### src/rtl/win_ctrl_pkg.sv
// Shared types and constants for the 3x3 weighted-window stream controller.
//   state_t : sequencer FSM states
//   W_NEW / W_MID / W_OLD : column weights by age inside the window
package win_ctrl_pkg;

  typedef enum logic [1:0] {
    IDLE  = 2'd0,
    RUN   = 2'd1,
    DRAIN = 2'd2,
    DONE  = 2'd3
  } state_t;

  localparam int W_NEW = 4;
  localparam int W_MID = 3;
  localparam int W_OLD = 2;

endpackage

### src/rtl/win3x3_engine.sv
// 3x3 window engine: three 3-row columns held in a shift chain, plus a
// weighted adder. Columns are weighted by age (newest, middle, oldest).
// Ports:
//   clk, rst : clock and synchronous active-high reset (clears the window)
//   en       : shift the new column in, drop the oldest
//   col_in   : {row2,row1,row0} of the incoming column
//   sum      : weighted window sum, wraps mod 2^DSIZE
module win3x3_engine
  import win_ctrl_pkg::*;
#(
  parameter int DSIZE = 10
) (
  input  logic               clk,
  input  logic               rst,
  input  logic               en,
  input  logic [3*DSIZE-1:0] col_in,
  output logic [DSIZE-1:0]   sum
);

  logic [DSIZE-1:0] win_new [3];
  logic [DSIZE-1:0] win_mid [3];
  logic [DSIZE-1:0] win_old [3];

  function automatic logic [DSIZE-1:0] col_total(input logic [DSIZE-1:0] a,
                                                 input logic [DSIZE-1:0] b,
                                                 input logic [DSIZE-1:0] c);
    return a + b + c;
  endfunction

  function automatic logic [DSIZE-1:0] weigh(input logic [DSIZE-1:0] s,
                                             input int w);
    return s * DSIZE'(w);
  endfunction

  always_ff @(posedge clk) begin
    if (rst) begin
      for (int i = 0; i < 3; i++) begin
        win_new[i] <= '0;
        win_mid[i] <= '0;
        win_old[i] <= '0;
      end
    end else if (en) begin
      for (int i = 0; i < 3; i++) begin
        win_old[i] <= win_mid[i];
        win_mid[i] <= win_new[i];
        win_new[i] <= col_in[i*DSIZE +: DSIZE];
      end
    end
  end

  assign sum = weigh(col_total(win_new[0], win_new[1], win_new[2]), W_NEW)
             + weigh(col_total(win_mid[0], win_mid[1], win_mid[2]), W_MID)
             + weigh(col_total(win_old[0], win_old[1], win_old[2]), W_OLD);

endmodule

### src/rtl/win_stream_ctrl.sv
// Sequencer for the 3x3 weighted-window datapath. Scans the image band by
// band, reading one 3-row column per cycle, shifting it into the window
// engine and emitting one weighted sum per complete window.
// Ports:
//   clk, rst          : clock, synchronous active-high reset
//   start/busy/done   : frame control (start sampled only in IDLE)
//   rd_en, rd_addr0-2 : row-memory read strobe and per-row addresses
//   rd_data           : {row2,row1,row0}, valid the cycle after rd_en
//   res_valid/ready   : result handshake; backpressure freezes the pipeline
//   res_data/row/col  : weighted sum and window origin (band, left column)
module win_stream_ctrl
  import win_ctrl_pkg::*;
#(
  parameter int DSIZE  = 10,
  parameter int COLS   = 10,
  parameter int ROWS   = 5,
  parameter int ADDR_W = 7
) (
  input  logic               clk,
  input  logic               rst,
  input  logic               start,
  output logic               busy,
  output logic               done,
  output logic               rd_en,
  output logic [ADDR_W-1:0]  rd_addr0,
  output logic [ADDR_W-1:0]  rd_addr1,
  output logic [ADDR_W-1:0]  rd_addr2,
  input  logic [3*DSIZE-1:0] rd_data,
  output logic               res_valid,
  input  logic               res_ready,
  output logic [DSIZE-1:0]   res_data,
  output logic [ADDR_W-1:0]  res_row,
  output logic [ADDR_W-1:0]  res_col
);

  localparam logic [ADDR_W-1:0] LAST_BAND = ADDR_W'(ROWS - 3);
  localparam logic [ADDR_W-1:0] LAST_COL  = ADDR_W'(COLS - 1);
  localparam logic [ADDR_W-1:0] LAST_RCOL = ADDR_W'(COLS - 3);
  localparam logic [ADDR_W-1:0] COLS_A    = ADDR_W'(COLS);
  localparam logic [ADDR_W-1:0] TWO       = ADDR_W'(2);

  state_t state, state_nxt;

  logic [ADDR_W-1:0] band_cnt, col_cnt;
  logic [ADDR_W-1:0] base_addr;

  logic              vld_p0, vld_p1, vld_p2;
  logic [ADDR_W-1:0] band_p0, col_p0;
  logic [ADDR_W-1:0] band_p1, col_p1;
  logic [ADDR_W-1:0] band_p2, col_p2;

  logic             stall;
  logic             issue;
  logic             last_issue;
  logic             last_accept;
  logic             capture;
  logic [DSIZE-1:0] win_sum;

  assign stall       = res_valid & ~res_ready;
  assign issue       = (state == RUN) & ~stall;
  assign last_issue  = issue & (band_cnt == LAST_BAND) & (col_cnt == LAST_COL);
  assign last_accept = res_valid & res_ready &
                       (res_row == LAST_BAND) & (res_col == LAST_RCOL);
  // Windows whose left edge would sit in the previous band are never full.
  assign capture     = vld_p2 & (col_p2 >= TWO);
  assign base_addr   = band_cnt * COLS_A + col_cnt;

  // The issued read is withdrawn while stalled so rd_data keeps the last word.
  assign rd_en = vld_p0 & ~stall;

  always_ff @(posedge clk) begin
    if (rst) state <= IDLE;
    else     state <= state_nxt;
  end

  always_comb begin
    state_nxt = state;
    busy      = 1'b0;
    done      = 1'b0;
    unique case (state)
      IDLE:  if (start) state_nxt = RUN;
      RUN: begin
        busy = 1'b1;
        if (last_issue) state_nxt = DRAIN;
      end
      DRAIN: begin
        busy = 1'b1;
        if (last_accept) state_nxt = DONE;
      end
      DONE: begin
        done      = 1'b1;
        state_nxt = IDLE;
      end
      default: state_nxt = IDLE;
    endcase
  end

  always_ff @(posedge clk) begin
    if (rst) begin
      band_cnt <= '0;
      col_cnt  <= '0;
    end else if (state == IDLE && start) begin
      band_cnt <= '0;
      col_cnt  <= '0;
    end else if (issue) begin
      if (col_cnt == LAST_COL) begin
        col_cnt  <= '0;
        band_cnt <= band_cnt + 1'b1;
      end else begin
        col_cnt <= col_cnt + 1'b1;
      end
    end
  end

  // Stage p0: issue tag and read addresses
  always_ff @(posedge clk) begin
    if (rst) begin
      vld_p0   <= 1'b0;
      band_p0  <= '0;
      col_p0   <= '0;
      rd_addr0 <= '0;
      rd_addr1 <= '0;
      rd_addr2 <= '0;
    end else if (!stall) begin
      vld_p0 <= issue;
      if (issue) begin
        band_p0  <= band_cnt;
        col_p0   <= col_cnt;
        rd_addr0 <= base_addr;
        rd_addr1 <= base_addr + COLS_A;
        rd_addr2 <= base_addr + COLS_A + COLS_A;
      end
    end
  end

  // Stage p1: rd_data present, engine shifts on this tag
  always_ff @(posedge clk) begin
    if (rst) begin
      vld_p1  <= 1'b0;
      band_p1 <= '0;
      col_p1  <= '0;
    end else if (!stall) begin
      vld_p1  <= vld_p0;
      band_p1 <= band_p0;
      col_p1  <= col_p0;
    end
  end

  win3x3_engine #(.DSIZE(DSIZE)) u_engine (
    .clk    (clk),
    .rst    (rst),
    .en     (vld_p1 & ~stall),
    .col_in (rd_data),
    .sum    (win_sum)
  );

  // Stage p2: window tag, names the newest column now inside the engine
  always_ff @(posedge clk) begin
    if (rst) begin
      vld_p2  <= 1'b0;
      band_p2 <= '0;
      col_p2  <= '0;
    end else if (!stall) begin
      vld_p2  <= vld_p1;
      band_p2 <= band_p1;
      col_p2  <= col_p1;
    end
  end

  // Output register: holds until accepted
  always_ff @(posedge clk) begin
    if (rst) begin
      res_valid <= 1'b0;
      res_data  <= '0;
      res_row   <= '0;
      res_col   <= '0;
    end else if (!stall) begin
      res_valid <= capture;
      if (capture) begin
        res_data <= win_sum;
        res_row  <= band_p2;
        res_col  <= col_p2 - TWO;
      end
    end
  end

endmodule

### config.mk
export PLATFORM = sky130hd
export DESIGN_NAME = win_stream_ctrl
export DESIGN_NICKNAME = d
export VERILOG_FILES = /design/src/rtl/win_ctrl_pkg.sv /design/src/rtl/win3x3_engine.sv /design/src/rtl/win_stream_ctrl.sv
export SDC_FILE = /design/constraint.sdc
export NUM_CORES = 1
export LEC_CHECK = 0
export ABC_AREA = 1
export BUFFER_PORTS_ARGS = -buffer_cell sky130_fd_sc_hd__buf_2
export CAP_MARGIN = 10
export CORE_ASPECT_RATIO = 1.2
export CORE_UTILIZATION = 50
export DETAILED_ROUTE_END_ITERATION = 10
export GPL_TIMING_DRIVEN = 0
export PLACE_DENSITY = 0.69
export REMOVE_ABC_BUFFERS = 1
export SETUP_SLACK_MARGIN = 0.3
export SLEW_MARGIN = 20
export SYNTH_ARGS = -nofsm -noshare
export SYNTH_HDL_FRONTEND = slang
export SYNTH_SLANG_ARGS = --single-unit
### constraint.sdc
create_clock -name clk -period 7.5 [get_ports clk]
set_clock_uncertainty 0.1 [all_clocks]
set_input_delay 0.375 -clock clk [delete_from_list [all_inputs] [get_ports clk]]
set_output_delay 0.375 -clock clk [all_outputs]
set_load 0.02 [all_outputs]
==> metrics.csv, run 1 <==
metric,value,unit
status,"complete, no violations",
final cell count without fillers,1513,
Post-DP HPWL,12800,um
worst vdd ir,0.312,mV
Worst Setup End Kind,register,
Min-Delay Path Class,in2reg,
"Clk Latency, worst-skew pair",0.45,ns
"Hold Violations, Final",0,
Post-Syn Area per Cell,8.61,um^2
CP cell instances,inv_1 > fa_1 > inv_1 > ha_1 > fa_1 > nand3_1 > nand2_1 > a31o_2 > xor2_1 > inv_1 > fa_1 > fa_1 > inv_1 > ha_1 > a21oi_1 > nand4_1 > nand2_1 > nand3_1 > nand2_1 > inv_1 > nand3_1 > nand3_1 > nand2_1 > inv_1,
CTS hold repair buffers,0,
Slew Limit Fails,0,
grt met1 use,24.1,%
# placed instances,1481,
root buf cell,clkbuf_16,
initial core utilization,51.2,%
first-pass GRT wire length,31900,um
first drt pass iteration count,4,
f_max,200,MHz
# H-tree levels,4,
ANT cells,0,
Filler cells,1711,
top_reg_cell synth,dfxtp_1,
Critical Path RT,7.75,ns
GPL Wtd Cong,0.813,
Slew @ Worst Pin,0.984,ns
via count of the routed design,7259,
Mapped Cells,1172,
"Cell Area, Placed",10800,um^2
Synth async-reset ratio,0,%
Overflow after GRT,0,
Final setup viols,0,
RSZ-0062 raised after global routing,no,
CP arrival,5.25,ns
"top cells by area, synth","edfxtp_1, dfxtp_1, fa_1, inv_1, nor2_1",
CP max stage cell,fa_1,
largest area contributor in the netlist,edfxtp_1,
most numerous cell on the critical path,inv_1,
Syn Std Cell Area,10100,um^2
clock buffer depth,2,
Startpoint Class,register,
CTS tree,built,
yosys warns,0,
# clock sinks,190,
vias in the first global route,6936,
Final ANT Viol Nets,0,
initial antenna violation count,0,
layout cell share with drive strength beyond 1,10.9,%
# DRC,0,
top post-synthesis cells by count,"inv_1, nor2_1, nand2_1",
Final Cell Area,11500,um^2
period utilization,66.7,%
CTS Buf Count,17,
M2 GR Usage,33.2,%
share of the synthesized area in the top cell type,25.9,%
"count leader, synth",inv_1,
row count,56,
Avg WL per Cell,12.0,um
drt first-iter violations,479,
leakage,5.54,nW
post-layout minimum cycle time,5.00,ns
number of synthesized flops with an enable pin,87,
die footprint,20800,um^2
IO buf count,82,
Synth Register Bits,190,
P&R area growth vs syn,13.9,%
CP max FO,4,
Rel. slew slack,34.2,%
max cap viols,0,
Die Width,132,um
Crit Path Category,reg2reg,
routed wire length,18100,um
global-route usage over all layers,19.2,%
core area,19700,um^2
via/cell ratio,4.80,
sequential area share after synthesis,46.3,%
largest net degree at the start of global routing,67,
post-cts sizing count,0,
IO Count,83,
clock-pin slew on the worst setup and hold paths,0.08,ns
Die Ht,158,um
met3 usage in global routing,4.07,%
PD cells,363,nW/um^2
max incr delay on CP,0.54,ns
post-CTS setup repair buffer count,0,
Netlist cell types,38,
gr busiest metal,met2,
layout net count,1367,
==> through the flow <==
step                setup slack (ns)  power [mW]  TNS, ns  utilization (%)  hold WS, ns
finish                          2.50        4.18        0             58.4        0.121
global route                    2.06        4.59        0             58.4        0.102
CTS                             2.45        4.23        0             58.4        0.103
detailed placement              2.48        3.25        0             55.1        0.357
global placement               -2.98        3.17  -258.25             54.1        0.349
floorplan                     -0.186        2.82   -16.21                -        0.335
==> state kept, by name, summed over array words and instances (netlist names), 10 cells and up <==
register	flops
u_engine.win_mid	30
res_data	10
u_engine.win_new	30
u_engine.win_old	27
==> kinds of logic after synthesis <==
family | after synthesis | synth area share, %
AO/OA/AOI/OAI | 173 | 8.94
AND/OR/NAND/NOR | 423 | 17.3
flip-flops | 190 | 46.3
buffers and inverters | 261 | 9.91
XOR/XNOR | 31 | 2.69
adder cells (fa/ha/maj) | 94 | 14.9
==> area by class of cell <==
class,count,area [um^2],area share (%)
multi-input cells,721,4450,38.7
clock inverters,15,225,1.96
well taps,261,327,2.84
flip-flops and latches,190,4670,40.7
repair buffers,88,568,4.94
inverters,221,830,7.22
clock buffers,17,425,3.70
==> worst max-delay path: cells and delay by family (launching register included) <==
family	cells	cell delay, ns
simple gates	9	0.87
fa+ha+maj	6	2.56
flops	1	0.33
xor+xnor	1	0.25
buf+inv	6	0.34
compound gates	2	0.45
==> layout by cell type, fill, tap and decap left out, drive strengths merged, types with 17 or more instances in the layout <==
| cell | netlist | final |
|---|---|---|
| dfxtp | 103 | 103 |
| edfxtp | 87 | 87 |
| nor2 | 175 | 175 |
| fa | 43 | 43 |
| inv | 221 | 229 |
| nand2 | 170 | 170 |
| o21ai | 80 | 80 |
| xor2 | 20 | 20 |
| buf | 9 | 88 |
| ha | 51 | 51 |
| a21oi | 79 | 79 |
| nand3 | 41 | 41 |
| clkbuf | 31 | 17 |
==> metal layers <==
| layer | vias up | share of wire [%] |
|---|---|---|
| li1 | 3833 | - |
| met1 | 3295 | 47 |
| met2 | 111 | 49 |
| met3 | 20 | 3.4 |
| met4 | 0 | 1.3 |
| met5 | - | 0 |
==> path summary, 6_finish.rpt <==
kind                                from                 endpoint  slack (ns)  depth (start not counted)
hold / removal               rd_data[28]  u_engine.win_new[0][28]        0.12                          3
hold reg to reg              res_data[0]              res_data[0]        0.37                          2
setup / recovery  u_engine.win_mid[0][1]              res_data[9]        2.50                         24
setup reg to reg  u_engine.win_mid[0][1]              res_data[9]        2.50                         24
==> power by group <==
part           switching [mW]  leakage [nW]  internal (mW)  total, mW
logic                    1.16          3.49          0.760       1.92
registers              0.0717          1.74           1.22       1.29
clock network           0.493         0.310          0.471      0.963
Note: power is estimated with default switching activity, not from simulation.
==> run 2: changes to the inputs <==
- clock period: 7.5 -> 4.6 ns (I/O delays scaled with it)
==> run 2 against run 1 <==
Net effect:
- the flow now finishes with violations (negative setup slack)
- non-clock buffer count grew 37
- sequential power grew 64%
- cell count grew 2.4%
- global-route usage grew 0.53 points
- routed wire length grew 4.5%
- maximum frequency grew 8.2%
- clock-buffer cell count is the same
- worst setup slack lost 2.5 ns
- hold slack lost 0.10 ns
- sequential cell count is the same
- first-iteration DRC count shrank 8.4%
- register-to-register slack lost 2.5 ns
- highest routed layer unchanged
==> metrics.csv, run 2 (synthesis gave the netlist of run 1 again) <==
metric,value,unit
first drt pass iteration count,5,
Slew Limit Fails,0,
layout net count,1404,
most numerous cell on the critical path,nand3_2,
sw frac,41.9,%
Die Ht,158,um
Crit Path Category,reg2reg,
"Hold Violations, Final",0,
# DRC,0,
# H-tree levels,4,
multi-input logic area,4660,um^2
first-pass GRT wire length,32900,um
IO buf count,82,
Final setup viols,1,
pre-CTS WS,-0.415,ns
CTS tree,built,
largest net degree at the start of global routing,67,
IO Count,83,
Clk pwr share,20.6,%
die footprint,20800,um^2
largest registers,"u_engine.win_mid x30, u_engine.win_new x30, u_engine.win_old x27",
Hold Crit Start,rd_data[10],
global-route usage over all layers,19.7,%
switching power,3.20,mW
CP max stage cell,fa_1,
Die Width,132,um
ANT cells,0,
root buf cell,clkbuf_16,
worst vdd ir,0.802,mV
Rel. slew slack,31.7,%
CP arrival,4.87,ns
Min-Delay Path Class,in2reg,
GPL Wtd Cong,0.813,
post-layout minimum cycle time,4.62,ns
Final Cell Area,12100,um^2
layout cell share with drive strength beyond 1,14.5,%
"Power, Total",7.62,mW
max cap viols,0,
initial core utilization,51.2,%
"Clk Latency, worst-skew pair",0.45,ns
leakage,5.72,nW
Critical Path Start,u_engine.win_mid[0][1],
Slew @ Worst Pin,1.02,ns
f_max,216,MHz
# placed instances,1481,
Int Power,4.43,mW
via count of the routed design,7427,
Util after Layout,61.3,%
clock-pin slew on the worst setup and hold paths,0.08,ns
Startpoint Class,register,
Avg WL per Cell,12.2,um
Fin Setup TNS,-0.0220,ns
Final WS setup,-0.0220,ns
Fin Hold WS,0.0169,ns
via/cell ratio,4.79,
max incr delay on CP,0.54,ns
Comb pwr share,51.7,%
Seq pwr share,27.7,%
# clock sinks,190,
row count,56,
PD cells,632,nW/um^2
failing checks,negative setup slack,
routed wire length,18900,um
initial antenna violation count,0,
Overflow after GRT,0,
most frequent cells in the layout,"inv_1, nor2_1, nand2_1, dfxtp_1, edfxtp_1",
origin of the critical flop-to-flop path,u_engine.win_mid[0][1],
"Cell Area, Placed",10800,um^2
Post-DP HPWL,12800,um
period utilization,100,%
Worst Setup End Kind,register,
core area,19700,um^2
final cell count without fillers,1550,
P&R area growth vs syn,19.6,%
status,finished with violations,
CTS Buf Count,17,
vias in the first global route,7173,
clock buffer depth,2,
CP max FO,3,
Reg area,4670,um^2
Final ANT Viol Nets,0,
Filler cells,1637,
RSZ-0062 raised after global routing,yes,
Critical Path RT,4.85,ns
drt first-iter violations,439,
"most common cell after layout, fill and taps aside",inv_1,
==> run 2: cell types whose count changed in the layout (fill, tap and decap cells not counted), moves of 5 or more <==
cell,change
inv_1,-6
buf_4,+8
nand2_1,-7
nand3_2,+7
nand3_1,-7
nand2_2,+6
ha_1,-8
inv_2,+6
dlygate4sd3_1,+29
ha_4,+5
a21oi_1,-6
a21oi_2,+6
==> run 2: timing repair <==
item,in CTS,in global routing
gates resized for setup,23,22
hold buffers,29,0
endpoints found under the setup margin,4,4
hold endpoints to repair,29,0
pin swaps,19,16
buffers inserted,4,4
==> run 2: final cells by class <==
| type | instances | share of cell area [%] |
|---|---|---|
| multi-input combinational | 721 | 38.7 |
| sequential | 190 | 38.7 |
| clock inverter | 15 | 1.87 |
| inverter | 221 | 6.88 |
| timing repair buffer | 125 | 7.61 |
| clock buffer | 17 | 3.53 |
| tap | 261 | 2.71 |
==> run 2: critical path, delay by kind of cell (launching register included) <==
kind	cells	cell delay, ns
AOI/OAI and AO/OA	1	0.23
and+or+nand+nor	12	0.87
xor gates and xnor gates	2	0.26
DFF	1	0.35
adders and majority gates	6	2.18
buffers and inverters	9	0.53
==> run 2: final timing paths <==
path	endpoint	depth (start not counted)	slack, ns
max	res_data[9]	30	-0.02
min reg2reg	res_col[1]	2	0.37
min	u_engine.win_new[0][10]	3	0.02
max reg2reg	res_data[9]	30	-0.02
==> run 2: per-layer routing <==
layer	GRT usage [%]	vias up	share of wire [%]	wire, um
met5	0	-	0	0
met2	34.5	117	50	9430
met3	4.07	21	3.4	635
met1	24.4	3384	45	8590
met4	5.98	0	1.3	244
li1	-	3905	-	-
==> run 2: power by group through the flow <==
stage / combinational [mW] / clock (mW) / sequential (mW)
floorplan: 2.38 / 0 / 2.22
global placement: 3.00 / 0 / 2.17
detailed placement: 3.15 / 0 / 2.15
CTS: 3.67 / 1.60 / 2.11
global route: 4.51 / 1.67 / 2.14
finish: 3.94 / 1.57 / 2.11
